**src/rtl/and4_gate_sequencer_tester.sv**
```systemverilog
// Exhaustive sweep tester for a dual 4-input AND gate: applies all 256 input
// vectors, waits a settle time, samples both outputs and tallies mismatches.
`timescale 1ns/1ps
module and4_gate_sequencer_tester #(
  parameter int SETTLE_CYCLES = 4
) (
  input  logic       clk_i,
  input  logic       rst_i,
  input  logic       start_i,
  input  logic       abort_i,
  input  logic [1:0] dut_y_i,
  output logic [7:0] stim_o,
  output logic       busy_o,
  output logic       done_o,
  output logic       pass_o,
  output logic [8:0] err_count_o,
  output logic [7:0] first_fail_vec_o,
  output logic [1:0] first_fail_y_o,
  output logic       fail_valid_o
);

  localparam int SETTLE_EFF = (SETTLE_CYCLES < 1) ? 1 : SETTLE_CYCLES;
  localparam int CNT_W      = $clog2(SETTLE_EFF + 1);
  localparam logic [CNT_W-1:0] CNT_LOAD = CNT_W'(SETTLE_EFF);
  localparam logic [CNT_W-1:0] CNT_ONE  = CNT_W'(1);

  typedef enum logic [2:0] {IDLE, APPLY, SETTLE, CHECK, DONE} state_e;

  state_e           state_q, state_d;
  logic [7:0]       vec_q, vec_d;
  logic [CNT_W-1:0] cnt_q, cnt_d;
  logic [7:0]       stim_q, stim_d;
  logic [1:0]       y_q, y_d;
  logic             done_q, done_d;
  logic             pass_q, pass_d;
  logic [8:0]       err_q, err_d;
  logic [7:0]       ffv_q, ffv_d;
  logic [1:0]       ffy_q, ffy_d;
  logic             fv_q, fv_d;
  logic [1:0]       exp_y;

  // stim_q holds the vector under test throughout SETTLE and CHECK
  assign exp_y = {&stim_q[7:4], &stim_q[3:0]};

  // NOTE: every _d gets its default first so no path leaves a variable unassigned (no latches).
  always_comb begin
    state_d = state_q;
    vec_d   = vec_q;
    cnt_d   = cnt_q;
    stim_d  = stim_q;
    y_d     = y_q;
    done_d  = 1'b0;
    pass_d  = pass_q;
    err_d   = err_q;
    ffv_d   = ffv_q;
    ffy_d   = ffy_q;
    fv_d    = fv_q;
    unique case (state_q)
      IDLE: begin
        if (start_i) begin
          err_d   = '0;
          fv_d    = 1'b0;
          pass_d  = 1'b0;
          vec_d   = '0;
          state_d = APPLY;
        end
      end
      APPLY: begin
        stim_d  = vec_q;
        cnt_d   = CNT_LOAD;
        state_d = SETTLE;
      end
      SETTLE: begin
        if (cnt_q == CNT_ONE) begin
          y_d     = dut_y_i;
          state_d = CHECK;
        end else begin
          cnt_d = cnt_q - CNT_ONE;
        end
      end
      CHECK: begin
        if (y_q != exp_y) begin
          err_d = err_q + 9'd1;
          if (!fv_q) begin
            ffv_d = stim_q;
            ffy_d = y_q;
            fv_d  = 1'b1;
          end
        end
        if (vec_q == 8'hFF) begin
          state_d = DONE;
        end else begin
          vec_d   = vec_q + 8'd1;
          state_d = APPLY;
        end
      end
      DONE: begin
        done_d  = 1'b1;
        pass_d  = (err_q == 9'd0);
        state_d = IDLE;
      end
      default: state_d = IDLE;
    endcase
    // abort overrides any transition while a sweep is running
    if (abort_i && state_q != IDLE) begin
      state_d = IDLE;
      stim_d  = '0;
      pass_d  = 1'b0;
      done_d  = 1'b0;
    end
  end

  // NOTE: state registers use non-blocking assignments so all of them update together at the edge.
  always_ff @(posedge clk_i or posedge rst_i) begin
    if (rst_i) begin
      state_q <= IDLE;
      vec_q   <= '0;
      cnt_q   <= '0;
      stim_q  <= '0;
      y_q     <= '0;
      done_q  <= 1'b0;
      pass_q  <= 1'b0;
      err_q   <= '0;
      ffv_q   <= '0;
      ffy_q   <= '0;
      fv_q    <= 1'b0;
    end else begin
      state_q <= state_d;
      vec_q   <= vec_d;
      cnt_q   <= cnt_d;
      stim_q  <= stim_d;
      y_q     <= y_d;
      done_q  <= done_d;
      pass_q  <= pass_d;
      err_q   <= err_d;
      ffv_q   <= ffv_d;
      ffy_q   <= ffy_d;
      fv_q    <= fv_d;
    end
  end

  assign stim_o           = stim_q;
  assign busy_o           = (state_q != IDLE);
  assign done_o           = done_q;
  assign pass_o           = pass_q;
  assign err_count_o      = err_q;
  assign first_fail_vec_o = ffv_q;
  assign first_fail_y_o   = ffy_q;
  assign fail_valid_o     = fv_q;

endmodule
```
**config.mk**
```make
export PLATFORM = sky130hd
export DESIGN_NAME = and4_gate_sequencer_tester
export DESIGN_NICKNAME = d
export VERILOG_FILES = /design/src/rtl/and4_gate_sequencer_tester.sv
export SDC_FILE = /design/constraint.sdc
export NUM_CORES = 1
export LEC_CHECK = 0
export BUFFER_PORTS_ARGS = -buffer_cell sky130_fd_sc_hd__buf_2
export CELL_PAD_IN_SITES_DETAIL_PLACEMENT = 1
export CELL_PAD_IN_SITES_GLOBAL_PLACEMENT = 2
export CORE_UTILIZATION = 38
export CTS_BUF_LIST = sky130_fd_sc_hd__clkbuf_16
export CTS_CLUSTER_SIZE = 30
export DETAILED_ROUTE_END_ITERATION = 10
export GPL_TIMING_DRIVEN = 0
export PLACE_DENSITY = 0.91
export SYNTH_ARGS = -nofsm -noshare
export SYNTH_HDL_FRONTEND = slang
export SYNTH_SLANG_ARGS = --single-unit
```
**constraint.sdc**
```tcl
create_clock -name clk_i -period 2.87 [get_ports clk_i]
set_input_delay 0.287 -clock clk_i [delete_from_list [all_inputs] [get_ports clk_i]]
set_output_delay 0.287 -clock clk_i [all_outputs]
set_load 0.02 [all_outputs]
```
==> qor.csv <==
stage,metric,value,unit
outcome,status,"finished, violations left",
outcome,failing checks,negative hold slack,
pwr,Sw Ratio,36.2,%
clocking,Clock Path Buffers,2,
detailed_routing,drt first-iter violations,73,
pwr,Clk pwr share,28.9,%
die,DIE WIDTH,78.4,um
die,Die Y,78.4,um
sta,Worst Clk Skew,0.00252,ns
sta,f_max,559,MHz
sta,hold slack,-0.00889,ns
cells_and_area,Area Overhead vs Synth,19.7,%
sta,minimum clock period,1.79,ns
place,GPL Wtd Cong,0.747,
setup_path,WS Path Type,reg2reg,
place,placed inst area,2510,sq um
sta,Fin. Hold Viols,18,
cells_and_area,Layout Nets,260,
sta,unrepaired setup endpoints after global routing,false,
cells_and_area,fin util,47.6,%
pwr,VDD IR max,0.000486,V
sta,Final Setup Violations,0,
synthesis,Syn. warnings,0,
hold_path,Hold Path Class,in2async,
synthesis,#FFs+latches synth,46,
clocking,"CTS clk-pin slew, worst paths",0.06,ns
global_routing,first-pass GRT wire length,8830,um
detailed_routing,drt drc,0,
clocking,Worst-Skew Late Latency,0.29,ns
clocking,post-CTS sizing,0,
setup_path,kind of end point of the critical path,register,
synthesis,Synth Flop Type,dfrtp_1,
cells_and_area,most frequent cells in the layout,"dfrtp_1 (46), buf_2 (38), nand2_1 (20)",
clocking,clock sink total,46,
sta,setup TNS,0,ns
place,Buffers on Ports,36,
detailed_routing,final WL,5260,um
clocking,CTS buffer count,5,
die,Initial Utilization,39.8,%
cells_and_area,layout cell share with drive strength beyond 1,28.4,%
detailed_routing,vias,1747,
synthesis,"Seq/Total Area, Yosys",51.9,%
setup_path,worst r2r src,state_q[1]$_DFFE_PP0P_,
clocking,setup bufs post-CTS,0,
die,core area,5570,sq um
pwr,Reg power frac,41.4,%
sta,worst-margin pin slew,0.859,ns
detailed_routing,ANT nets after route,0,
clocking,Clock Tree Root,clkbuf_16,
setup_path,CP Data Required Time,3.03,ns
die,DIE AREA,6150,sq um
cells_and_area,Fill cells,638,
global_routing,overflow left after global routing,0,
synthesis,"Cell Area, Synth",2220,sq um
clocking,cts hold-fix bufs,0,
global_routing,largest net degree at the start of global routing,29,
clocking,# H-tree levels,2,
cells_and_area,storage element area,1150,sq um
setup_path,crit-path max FO,10,
synthesis,cell count after synthesis,205,
synthesis,"EDFF count, synth",0,
global_routing,vias in the first global route,1774,
global_routing,GRT Overall Usage,18.7,%
synthesis,mean post-synth cell area,10.8,sq um
sta,Final Max Slew Viols,0,
pwr,LEAKAGE,1.24,nW
global_routing,initial antenna violation count,0,
die,# rows,27,
place,post-placement setup slack,1.09,ns
detailed_routing,drt via density,5.43,
synthesis,Synth Net Count,216,
setup_path,critical path arrival,1.95,ns
die,boundary pin count,37,
sta,fin crit share,62.3,%
sta,Max-slew headroom,42.3,%
detailed_routing,Pre-Repair DR Iteration Count,4,
synthesis,asr flop ratio synth,100,%
pwr,PwrDens,749,nW/um^2
pwr,NetSw,720,uW
setup_path,CP Launch Type,register,
run,maxcap violations,0,
sta,PnR worst setup slack,1.08,ns
cells_and_area,"commonest non-fill, non-tap cell in the layout",dfrtp_1,
cells_and_area,Antenna Cells,0,
pwr,Pint,1.27,mW
pwr,Comb power frac,29.7,%
detailed_routing,drt wl/cell,16.3,um
setup_path,Critical Path Start,state_q[1]$_DFFE_PP0P_,
synthesis,Synth cell types,39,
cells_and_area,area of the multi-input gates,1000,sq um
cells_and_area,post-route design area,2660,sq um
clocking,clock tree from TritonCTS,built,
place,hpwl dp,3740,um
kinds of logic after synthesis:
group	count (synthesis)	synth area share, %
mux	19	9.25
buf+inv	13	2.82
compound gates	37	11.6
flops	46	51.9
fa+ha+maj	5	2.82
xor+xnor	4	1.58
simple gates	81	20.1
layout make-up:
type / instances / area share [%]
Buffer: 6 / 1.37
Timing Repair Buffer: 37 / 7.54
Tap cell: 72 / 3.39
Inverter: 7 / 0.990
Clock inverter: 3 / 0.801
Clock buffer: 5 / 4.71
Sequential cell: 46 / 43.4
Multi-Input combinational cell: 146 / 37.8
power by group through the flow:
stage	combinational, mW	clock, mW	sequential, mW
global route	0.654	0.621	0.840
CTS	0.600	0.590	0.826
global placement	0.575	0	0.831
floorplan	0.382	0	0.862
finish	0.591	0.574	0.824
detailed placement	0.594	0	0.837
worst paths after layout:
| path | endpoint | slack (ns) | depth (start not counted) |
|---|---|---|---|
| min reg2reg | first_fail_vec_o[3]$_DFFE_PP0P_ | 0.50 | 1 |
| max reg2reg | err_count_o[3]$_DFFE_PP0P_ | 1.08 | 5 |
| max | err_count_o[3]$_DFFE_PP0P_ | 1.08 | 5 |
| min | first_fail_vec_o[3]$_DFFE_PP0P_ | -0.009 | 2 |
| min in group clk_i | vec_q[6]$_DFFE_PP0P_ | 0.21 | 2 |
| max in group asynchronous | err_count_o[5]$_DFFE_PP0P_ | 2.39 | 3 |
cells in the mapped netlist, types with 3 or more instances:
cell | number | area share, %
nand3_1 | 16 | 3.6
a21oi_1 | 8 | 1.8
nand3b_1 | 4 | 1.4
nand4_1 | 4 | 1.1
a22o_1 | 7 | 2.8
o21ai_0 | 11 | 2.5
xnor2_1 | 4 | 1.6
inv_1 | 7 | 1.2
nor2_1 | 10 | 1.7
dfrtp_1 | 46 | 52
ha_1 | 5 | 2.8
nand2_1 | 20 | 3.4
mux2_2 | 12 | 6.1
o211ai_1 | 3 | 1.0
nand2b_1 | 3 | 0.85
nor2b_1 | 3 | 0.85
nor4b_1 | 4 | 1.6
mux2i_1 | 7 | 3.2
nor3_1 | 6 | 1.4
state kept, by name, indices dropped and copies added (netlist names), 2 cells and up:
signal,cells
first_fail_y_o,2
y_q,2
first_fail_vec_o,8
cnt_q,3
stim_o,8
state_q,3
err_count_o,9
vec_q,8
routing by layer:
layer	vias up	global-route usage (%)	wire length, um
met5	-	0	0
met3	4	3.49	110
met4	0	5.00	44
li1	822	-	-
met2	23	32.0	2720
met1	898	24.1	2380
per-stage QoR:
stage	hold slack, ns	total power [mW]	instances
after global routing	0.0254	2.11	322
after detailed placement	0.319	1.43	314
after floorplan	0.353	1.24	205
after global placement	0.485	1.41	313
after CTS	0.00833	2.02	322
final	-0.00889	1.99	322
critical path, stage by stage, from the launching register on:
cell and delay (ns):
dfrtp_1 0.46, nor3_2 0.35, nand2_1 0.26, clkbuf_1 0.34
o211ai_1 0.17, o31ai_1 0.10
No activity file was read; power rests on OpenSTA's default activity.
